==> src/rtl/cp0_unit_pkg.sv <==
// Shared CP0 definitions: register numbers, exception codes and the bit layout of SR/Cause.
package cp0_defs;

  localparam logic [4:0] ADDR_SR    = 5'd12;
  localparam logic [4:0] ADDR_CAUSE = 5'd13;
  localparam logic [4:0] ADDR_EPC   = 5'd14;
  localparam logic [4:0] ADDR_PRID  = 5'd15;

  localparam logic [4:0] EXC_INT     = 5'd0;
  localparam logic [4:0] EXC_ADEL    = 5'd4;
  localparam logic [4:0] EXC_ADES    = 5'd5;
  localparam logic [4:0] EXC_SYSCALL = 5'd8;
  localparam logic [4:0] EXC_RI      = 5'd10;
  localparam logic [4:0] EXC_OV      = 5'd12;

  localparam int IM_HI  = 15;
  localparam int IM_LO  = 10;
  localparam int EXL    = 1;
  localparam int IE     = 0;
  localparam int BD     = 31;
  localparam int EXC_HI = 6;
  localparam int EXC_LO = 2;

endpackage

==> src/rtl/cp0_unit.sv <==
// M-stage coprocessor 0: SR/Cause/EPC/PRId storage, interrupt vs exception arbitration, mfc0 read port.
// req is a same-cycle, single-cycle pulse with no handshake: when high, the pipeline must flush and
// this edge commits the exception state; the M-stage instruction's own mtc0/eret is dropped.
module cp0_unit
  import cp0_defs::*;
#(
  parameter logic [31:0] PRID_VALUE = 32'h2022_0007,
  parameter int          HW_INT_W   = 6
) (
  input  logic                clk,
  input  logic                reset,
  input  logic                we,
  input  logic [4:0]          cp0_addr,
  input  logic [31:0]         cp0_wdata,
  output logic [31:0]         cp0_rdata,
  input  logic [31:0]         vpc,
  input  logic                bd_in,
  input  logic [4:0]          exc_code_in,
  input  logic [HW_INT_W-1:0] hw_int,
  input  logic                eret,
  output logic                req,
  output logic [31:0]         epc_out
);

  logic [HW_INT_W-1:0] sr_im;
  logic                sr_exl;
  logic                sr_ie;
  logic                cause_bd;
  logic [HW_INT_W-1:0] cause_ip;
  logic [4:0]          cause_exc;
  logic [31:0]         epc;

  logic        int_req;
  logic        exc_req;
  logic [31:0] epc_next;
  logic [31:0] sr_word;
  logic [31:0] cause_word;
  logic        unused_wdata;

  assign unused_wdata = ^{cp0_wdata[31:IM_HI+1], cp0_wdata[IM_LO-1:EXL+1]};

  assign int_req  = (|(hw_int & sr_im)) & sr_ie & ~sr_exl;
  assign exc_req  = (exc_code_in != 5'd0) & ~sr_exl;
  assign req      = ~reset & (int_req | exc_req);

  // A delay-slot victim restarts at its branch; word-align the resume PC.
  assign epc_next = (bd_in ? (vpc - 32'd4) : vpc) & ~32'h3;

  always_ff @(posedge clk) begin
    if (reset) begin
      sr_im     <= '0;
      sr_exl    <= 1'b0;
      sr_ie     <= 1'b0;
      cause_bd  <= 1'b0;
      cause_ip  <= '0;
      cause_exc <= 5'd0;
      epc       <= 32'd0;
    end else begin
      cause_ip <= hw_int;
      if (req) begin
        sr_exl    <= 1'b1;
        cause_bd  <= bd_in;
        cause_exc <= int_req ? EXC_INT : exc_code_in;
        epc       <= epc_next;
      end else begin
        if (we && cp0_addr == ADDR_SR) begin
          sr_im  <= cp0_wdata[IM_HI:IM_LO];
          sr_exl <= cp0_wdata[EXL];
          sr_ie  <= cp0_wdata[IE];
        end
        if (we && cp0_addr == ADDR_EPC) begin
          epc <= cp0_wdata;
        end
        // Placed last so eret's EXL clear overrides a coincident SR write.
        if (eret) begin
          sr_exl <= 1'b0;
        end
      end
    end
  end

  always_comb begin
    sr_word                 = 32'd0;
    sr_word[IM_HI:IM_LO]    = sr_im;
    sr_word[EXL]            = sr_exl;
    sr_word[IE]             = sr_ie;
    cause_word              = 32'd0;
    cause_word[BD]          = cause_bd;
    cause_word[IM_HI:IM_LO] = cause_ip;
    cause_word[EXC_HI:EXC_LO] = cause_exc;
    case (cp0_addr)
      ADDR_SR:    cp0_rdata = sr_word;
      ADDR_CAUSE: cp0_rdata = cause_word;
      ADDR_EPC:   cp0_rdata = epc;
      ADDR_PRID:  cp0_rdata = PRID_VALUE;
      default:    cp0_rdata = 32'd0;
    endcase
  end

  assign epc_out = epc;

endmodule

==> config.mk <==
export PLATFORM = sky130hd
export DESIGN_NAME = cp0_unit
export DESIGN_NICKNAME = d
export VERILOG_FILES = /design/src/rtl/cp0_unit_pkg.sv /design/src/rtl/cp0_unit.sv
export SDC_FILE = /design/constraint.sdc
export NUM_CORES = 1
export LEC_CHECK = 0
export ABC_CLOCK_PERIOD_IN_PS = 6100
export CORE_MARGIN = 2
export CORE_UTILIZATION = 46
export DETAILED_ROUTE_END_ITERATION = 8
export PLACE_DENSITY_LB_ADDON = 0.08
export SLEW_MARGIN = 20
export SYNTH_ARGS = -nofsm -noshare
export SYNTH_HDL_FRONTEND = slang
export SYNTH_SLANG_ARGS = --single-unit
==> constraint.sdc <==
create_clock -name clk -period 6.1 [get_ports clk]
set_clock_uncertainty 0.05 [all_clocks]
set_input_delay 1.22 -clock clk [delete_from_list [all_inputs] [get_ports clk]]
set_output_delay 1.22 -clock clk [all_outputs]
set_load 0.02 [all_outputs]
---- Word-level counts from Yosys, hierarchy flattened ----
Cells that the tools add are included.
cells by class
  bitwise logic cells ..................... 9
  equal/unequal tests ..................... 4
  add/subtract/negate cells ............... 1
  muxes and demuxes ....................... 8
  reduce and logical (&&, ||, !) cells .... 8
operators by type and width
  cell                   count
  $pmux 32 s4            1
  $mux 32                3
  $sub 32x3->32 const B  1
  $eq 5x4->1 const B     4
  $and 6x6->6            1
  $reduce_or 6->1        1
  $mux 5                 1
  $reduce_bool 5->1      1
  $and 1x1->1            4
  $mux 1                 3
  $not 1->1              3
  $reduce_bool 3->1      1
  $logic_and 1x1->1      2
  $reduce_and 2->1       1
  $reduce_bool 2->1      1
  $reduce_or 2->1        1
  $or 1x1->1             1
storage, ports and cells
  output and inout bits ................... 65
  register bits ........................... 52

---- Longest topological paths before layout ----
  depth after elaboration ................. 8
  mapped depth ............................ 7
  gate-level depth less buffers ........... 6

---- Worst setup path after synthesis ----
No wires, ideal clock.
  path type ............................... in2out
  start ................................... input port hw_int[0]
  end ..................................... output port req
  stages on the path ...................... 6
  path slack .............................. 2.330 ns
  arrival time ............................ 2.500 ns
  path buffers ............................ 2
  cells stage by stage .................... a22oi_1 > a311oi_1 > clkbuf_1 > clkbuf_1 > nor2_1 > nor2_1
on the way
  cells in the longest elaborated chain, start to end .. 6
ends and longest elaborated chain
  item                       RTL line        source
  start: declaration         cp0_unit.sv:19  input logic [HW_INT_W-1:0] hw_int,
  $and 6x6->6                cp0_unit.sv:42  assign int_req = (|(hw_int & sr_im)) & sr_ie & ~sr_exl;
  $reduce_or 6->1            cp0_unit.sv:42
  $and 1x1->1 (2 in series)  cp0_unit.sv:42
  $or 1x1->1                 cp0_unit.sv:44  assign req = ~reset & (int_req | exc_req);
  $and 1x1->1                cp0_unit.sv:44
  end: declaration           cp0_unit.sv:21  output logic req,
No other way between the ends.

---- Final worst setup path ----
  start ................................... input port cp0_addr[2]
  end ..................................... output port cp0_rdata[16]
on the way
  cells in the longest elaborated chain, start to end .. 2
  elaborated cells between the ends (all ways) .. 5
  classes of those cells .................. eq/ne: 4; mux: 1
ends and longest elaborated chain
  item                RTL line        source
  start: declaration  cp0_unit.sv:13  input logic [4:0] cp0_addr,
  $eq 5x4->1          cp0_unit.sv:91  case (cp0_addr)
  $pmux 32 s4 *       cp0_unit.sv:91
  end: declaration    cp0_unit.sv:15  output logic [31:0] cp0_rdata,
Every way passes the cells marked *; elsewhere a longest branch is shown, timed or not.

==> qor.csv <==
stage,metric,value,unit
run_status,outcome,"finished, final reports clean",
global_route,total gr overflow,0,
flow_run,Max Cap Viol,0,
cts,post-CTS sizing,0,
setup_path,element type at the critical path end,output pin,
route,Via density,6.05,
floorplan,Die Area,8020,µm²
setup_path,crit path cell chain,clkdlybuf4s50_1 > and3b_1 > buf_4 > and3_1 > clkdlybuf4s50_1,
cts,Skew-Pair Late Insertion Delay,0.32,ns
synth,Synth Warn #,0,
timing,min Tclk post-route,4.77,ns
floorplan,area of the core,7180,µm²
setup_path,Worst Path Arrival,3.50,ns
route,DR vias,3803,
pwr,pwr/cell area,168,nW/µm²
timing,Tightest Pin Transition,1.07,ns
synth,Seq cells post-synth,52,
timing,Final Hold Vio Count,0,
global_route,vias in the first global route,3536,
final_layout,Final nets,615,
cts,CTS root buf,clkbuf_8,
cts,CTS Buf Count,5,
cts,CTS tree,done,
placed_design,I/O Buffers,147,
synth,Cells after Synth,405,
pwr,Reg power frac,45.8,%
worst_hold_path,"Endpoint, Worst Hold",cause_exc[0],
final_layout,# diodes,0,
worst_hold_path,WHS Path Cells,1,
setup_path,"most used cell, CP",clkdlybuf4s50_1,
pwr,combinational share of power,28.4,%
timing,RSZ-0062 raised after global routing,no,
timing,Final setup viols,0,
pwr,switching part of the total,30.8,%
worst_hold_path,Worst Hold Class,reg -> reg,
synth,Syn Area/Cell,8.31,µm²
pwr,internal power,0.580,mW
floorplan,starting density of the core,46.9,%
setup_path,critical path class,in -> out,
floorplan,io pins,150,
final_layout,share of post-route cells with drive strength above 1,6.42,%
floorplan,die height,89.5,µm
placed_design,Placed Cells incl. Taps,621,
route,First-pass DRT Iterations,4,
route,# DRC,0,
global_route,first-pass GRT wire length,17200,µm
setup_path,R2R setup slack,3.82,ns
setup_path,RR Endpoint,epc_out[21],
setup_path,CP peak stage delay,0.68,ns
placed_design,HPWL after DPL,8010,µm
cts,clk sinks,52,
pwr,Clk pwr share,25.8,%
pwr,Leakage Power,1.79,nW
cts,# H-tree levels,2,
final_layout,"most common cell after layout, fill and taps aside",clkdlybuf4s50_1,
cts,Post-CTS Hold Buffers,0,
cts,clock slew at reported path FFs,0.10,ns
route,ANT nets after route,0,
final_layout,post-route insts no fill,629,
timing,fmax,210,MHz
timing,fin worst setup slack,1.33,ns
setup_path,Critical-path top delay cell,and3b_1,
final_layout,Layout area overhead,48.3,%
floorplan,Die Width,89.5,µm
global_route,initial antenna violation count,0,
synth,register area share after synthesis,30.9,%
placed_design,pre-CTS setup slack,1.33,ns
setup_path,CP Max Fanout,22,
route,Post-Route WL,11200,µm
floorplan,row count,31,
global_route,largest net degree at the start of global routing,58,
cts,postcts setup bufs,0,
setup_path,RR Startpoint,sr_im[0],
pwr,Peak VDD IR,0.0996,mV
timing,period utilization,78.2,%
setup_path,startpoint types,input port,
timing,fin. max-slew vios,0,
route,DR WL/cell,17.8,µm
timing,hold_ws,0.437,ns
setup_path,Critical Path RT,4.83,ns
final_layout,"commonest cells after routing, fill and taps aside","146 x clkdlybuf4s50_1, 52 x dfxtp_1, 44 x and3_1",
synth,Synth Cell Area,3370,µm²
placed_design,GPL Wtd Cong,0.845,
cts,CTS Buffer Depth,2,
synth,synth unique cells,47,
pwr,Psw,0.258,mW
worst_hold_path,hold_sp,cause_exc[0],
setup_path,number of cells on the worst reg-to-reg path,5,
timing,Sum Neg Setup Slack,0,ns
synth,Post-Syn Nets,491,
global_route,Overall Global Routing Usage,27.3,%
route,initial drt markers,148,
timing,Slew HR,28.8,%
[power by group through the flow]
stage | Sequential (mW) | Combinational, mW | Clock (mW)
floorplan | 0.408 | 0.0868 | 0
global placement | 0.390 | 0.232 | 0
detailed placement | 0.391 | 0.237 | 0
CTS | 0.383 | 0.237 | 0.220
global route | 0.387 | 0.255 | 0.233
finish | 0.383 | 0.238 | 0.216
[layer usage]
layer / part of all wire, % / wire length [µm] / global-route usage, % / vias up
li1: - / - / - / 1823
met4: 1.2 / 133 / 8.01 / 0
met2: 49 / 5450 / 45.5 / 153
met3: 8.1 / 908 / 5.54 / 13
met1: 42 / 4710 / 35.5 / 1814
met5: 0 / 0 / 0 / -
[how the worst max path moves through the flow]
stage	slack [ns]	startpoint	endpoint
after global placement	1.36	cp0_addr[0]	cp0_rdata[4]
final	1.33	cp0_addr[2]	cp0_rdata[16]
after CTS	1.32	cp0_addr[0]	cp0_rdata[31]
after global routing	1.19	cp0_addr[2]	cp0_rdata[16]
after floorplan	2.33	hw_int[0]	req
after detailed placement	1.33	cp0_addr[0]	cp0_rdata[31]
[final cells by class]
cell class,instances,area [µm²]
Fill cell,609,2180
Timing Repair Buffer,158,1550
Clock buffer,6,82.6
Clock inverter,2,13.8
Sequential cell,52,1040
Multi-Input combinational cell,309,2170
Inverter,3,11.3
Tap cell,99,124
[synthesized netlist by cell type (all sizes together)]
master | number | area, µm²
dfxtp | 52 | 1040
and3 | 44 | 275
nor2 | 36 | 135
clkbuf | 35 | 131
a2111oi | 29 | 254
a311oi | 18 | 158
mux2i | 15 | 150
nand2b | 15 | 93.8
a21oi | 13 | 65.1
a211oi | 12 | 90.1
nand2 | 12 | 50.1
o21ai | 10 | 50.1
or4 | 10 | 75.1
o31ai | 9 | 67.6
or3 | 9 | 57.6
a22oi | 8 | 60.1
nor2b | 8 | 50.1
xor2 | 8 | 70.1
buf | 6 | 32.5
nor3 | 6 | 35.0
a22o | 5 | 43.8
nand3 | 5 | 25.0
nand3b | 5 | 37.5
nor4 | 5 | 61.3
xnor2 | 4 | 35.0
and3b | 3 | 26.3
inv | 3 | 11.3
nand4 | 3 | 18.8
or4b | 3 | 30.0
nand4b | 2 | 17.5
o41ai | 2 | 17.5
or2 | 2 | 12.5
a211o | 1 | 8.76
a21bo | 1 | 10.0
a21o | 1 | 7.51
ha | 1 | 12.5
nor3b | 1 | 7.51
nor4b | 1 | 23.8
o221ai | 1 | 8.76
or3b | 1 | 8.76
[worst max-delay path, delay by kind of cell]
family | cells | cell delay, ns
buf+inv | 3 | 1.40
simple gates | 2 | 0.86
[stage by stage]
stage / utilization (%) / total power, mW / cell area, µm²
final: 69.6 / 0.838 / 4990
after global routing: 69.6 / 0.875 / 4990
after CTS: 69.6 / 0.840 / 4990
after detailed placement: 68.2 / 0.628 / 4900
after global placement: 68.2 / 0.623 / 4900
after floorplan: - / 0.495 / 3370
[registers in the layout, indices dropped and copies added (netlist names)]
| signal | flops |
|---|---|
| epc_out | 32 |
| cause_ip | 6 |
| sr_im | 6 |
| cause_exc | 5 |
| cause_bd | 1 |
| sr_exl | 1 |
| sr_ie | 1 |
[kinds of logic (layout without fill, tap and decap cells)]
family          after synthesis  in the layout  synth area share (%)
flops                        52             52                  30.9
xor+xnor                     12             12                  3.12
fa+ha+maj                     1              1                 0.372
mux                          15             15                  4.46
simple gates                171            171                  30.9
buf+inv                      44            169                  5.20
compound gates              110            110                  25.0
No activity file was read; power rests on OpenSTA's default activity.
==> RTL change, RTL diff (same flow settings) <==
Add an input register stage for `hw_int`; this delays it by one clock. The other inputs are not delayed to match.
--- a/src/rtl/cp0_unit.sv
+++ b/src/rtl/cp0_unit.sv
@@ -22,6 +22,12 @@
   output logic [31:0]         epc_out
 );
 
+  logic [HW_INT_W-1:0] hw_int_q;
+
+  always_ff @(posedge clk) begin
+    hw_int_q <= hw_int;
+  end
+
   logic [HW_INT_W-1:0] sr_im;
   logic                sr_exl;
   logic                sr_ie;
@@ -39,7 +45,7 @@
 
   assign unused_wdata = ^{cp0_wdata[31:IM_HI+1], cp0_wdata[IM_LO-1:EXL+1]};
 
-  assign int_req  = (|(hw_int & sr_im)) & sr_ie & ~sr_exl;
+  assign int_req  = (|(hw_int_q & sr_im)) & sr_ie & ~sr_exl;
   assign exc_req  = (exc_code_in != 5'd0) & ~sr_exl;
   assign req      = ~reset & (int_req | exc_req);
 
@@ -56,7 +62,7 @@
       cause_exc <= 5'd0;
       epc       <= 32'd0;
     end else begin
-      cause_ip <= hw_int;
+      cause_ip <= hw_int_q;
       if (req) begin
         sr_exl    <= 1'b1;
         cause_bd  <= bd_in;
Formal check against the unedited RTL: not equivalent (Yosys sat finds a counterexample within 4 cycles, from zero or initial values and one cycle with reset high).
==> RTL change against the original RTL <==
Sequential cell count increased by 6. Register-to-register slack improved by 0.02 ns. Setup slack got worse by 0.058 ns. Routed wire length increased by 3.6%. Cell area increased by 5.6%. Area after synthesis increased by 6.1%. Non-clock buffer count decreased by 1. Synthesized cell count increased by 2.2%. Total power increased by 24%. Count of clock-buffer cells in the layout increased by 7. Utilization decreased by 0.25 points. Critical path depth increased by 2. Die area increased by 5.8%. Critical path type unchanged. Critical endpoint unchanged. Largest power group unchanged.
==> RTL change: results (changes against the original RTL) <==
routability cong. 0.939 (+11%); register area share after synthesis 32.5% (+1.6 points); complex-gate fraction of the synthesized area 24.9% (-0.11 points); top cells by count, synth 58 x dfxtp_1, 29 x a2111oi_0, 29 x clkbuf_1, 29 x nor2_1, 28 x and3_1; sequential power 427 uW (+11%); layout cells sized above 1 6.95% (+0.53 points); slowest stage cell, crit path clkdlybuf4s50_1; worst setup margin 1.27 ns (-0.0578 ns); Main synth FF type dfxtp_1; DRT Pass-1 Iters 4 (unchanged); Tightest Hold Check Type reg -> reg; PostCTS Resize Cnt 0 (unchanged); total CTS buffers 9 (+4); CTS H-tree lvls 3 (+1); Clk pin slew, worst setup/hold paths 0.06 ns (-0.04 ns); Avg WL per Cell 17.9 um (+0.45%); Peak supply drop 0.000158 V (+58%); Post-CTS Setup Repair Bufs 0 (unchanged); met3 Use GR 4.03% (-1.5 points); final wirelength 11600 um (+3.6%); met2 Use GR 44.3% (-1.2 points); Syn Inst Count 414 (+2.2%); Seq pwr share 41.2% (-4.6 points); Rel. slew slack 26.9% (-1.9 points); nets 629 (+2.3%); R2R setup slack 3.84 ns (+0.02 ns); Gate power share 22.9% (-5.5 points); crit-path max cell delay 0.61 ns (-0.07 ns); post-synthesis mux area share 4.20% (-0.26 points); Global Route met1 Usage 37.3% (+1.7 points); Yosys warning count 0 (unchanged); via count 3920 (+3.1%); Worst Path Max Fanout 17 (-23%); post-synthesis cell type count 55 (+17%); GRT Total Usage 27.2% (-0.028 points); final hold slack 0.419 ns (-0.0176 ns); highest metal layer with signal wires met4; DR iter-0 viols 164 (+11%); Synth area leaders dfxtp_1 33%, a2111oi_0 7.1%, a311oi_1 4.9%, and3_1 4.9%, mux2i_1 4.2%; met3 routed WL 768 um (-15%); FILL cells 652 (+7.1%); status finished clean; asr flop ratio synth 0% (unchanged); DRT met1 WL 5170 um (+9.9%); Placed Area 0.00507 mm2 (+3.6%); first-pass GRT wire length 18400 um (+7.5%); Net Count, Synth 500 (+1.8%); XOR/XNOR Fraction of Synth Area 2.45% (-0.67 points); CTS root buf clkbuf_8; HPWL after DPL 8260 um (+3.1%); vias in the first global route 3587 (+1.4%); met2 wire len 5530 um (+1.5%); Leak Pwr 1.84 nW (+2.5%); adder-cell share of the synthesized area 0.350% (-0.021 points); Psw 288 uW (+12%); Data arrival, critical path 3.56 ns (+0.06 ns)
-- RTL change: worst paths after layout --
| path | from | endpoint | cells after the start |
|---|---|---|---|
| hold reg to reg | hw_int_q[2] | cause_ip[2] | 1 |
| hold / removal | hw_int_q[2] | cause_ip[2] | 1 |
| setup / recovery | cp0_addr[1] | cp0_rdata[16] | 7 |
| setup reg to reg | sr_im[1] | epc_out[22] | 5 |
-- RTL change: kinds of logic (layout without fill, tap and decap cells) --
family,after synthesis,count (layout)
AO/OA/AOI/OAI,115,115
XOR/XNOR,10,10
buffers and inverters,42,175
AND/OR/NAND/NOR,173,173
multiplexers,15,15
adder cells (fa/ha/maj),1,1
flip-flops,58,58
-- RTL change: final cells by class --
cell class	instances	area, um2	area share [%]
Clock buffer	13	169	3.20
Timing Repair Buffer	157	1540	29.2
Inverter	3	11.3	0.214
Multi-Input combinational cell	314	2230	42.3
Tap cell	102	128	2.42
Sequential cell	58	1160	22.0
Clock inverter	2	35.0	0.664
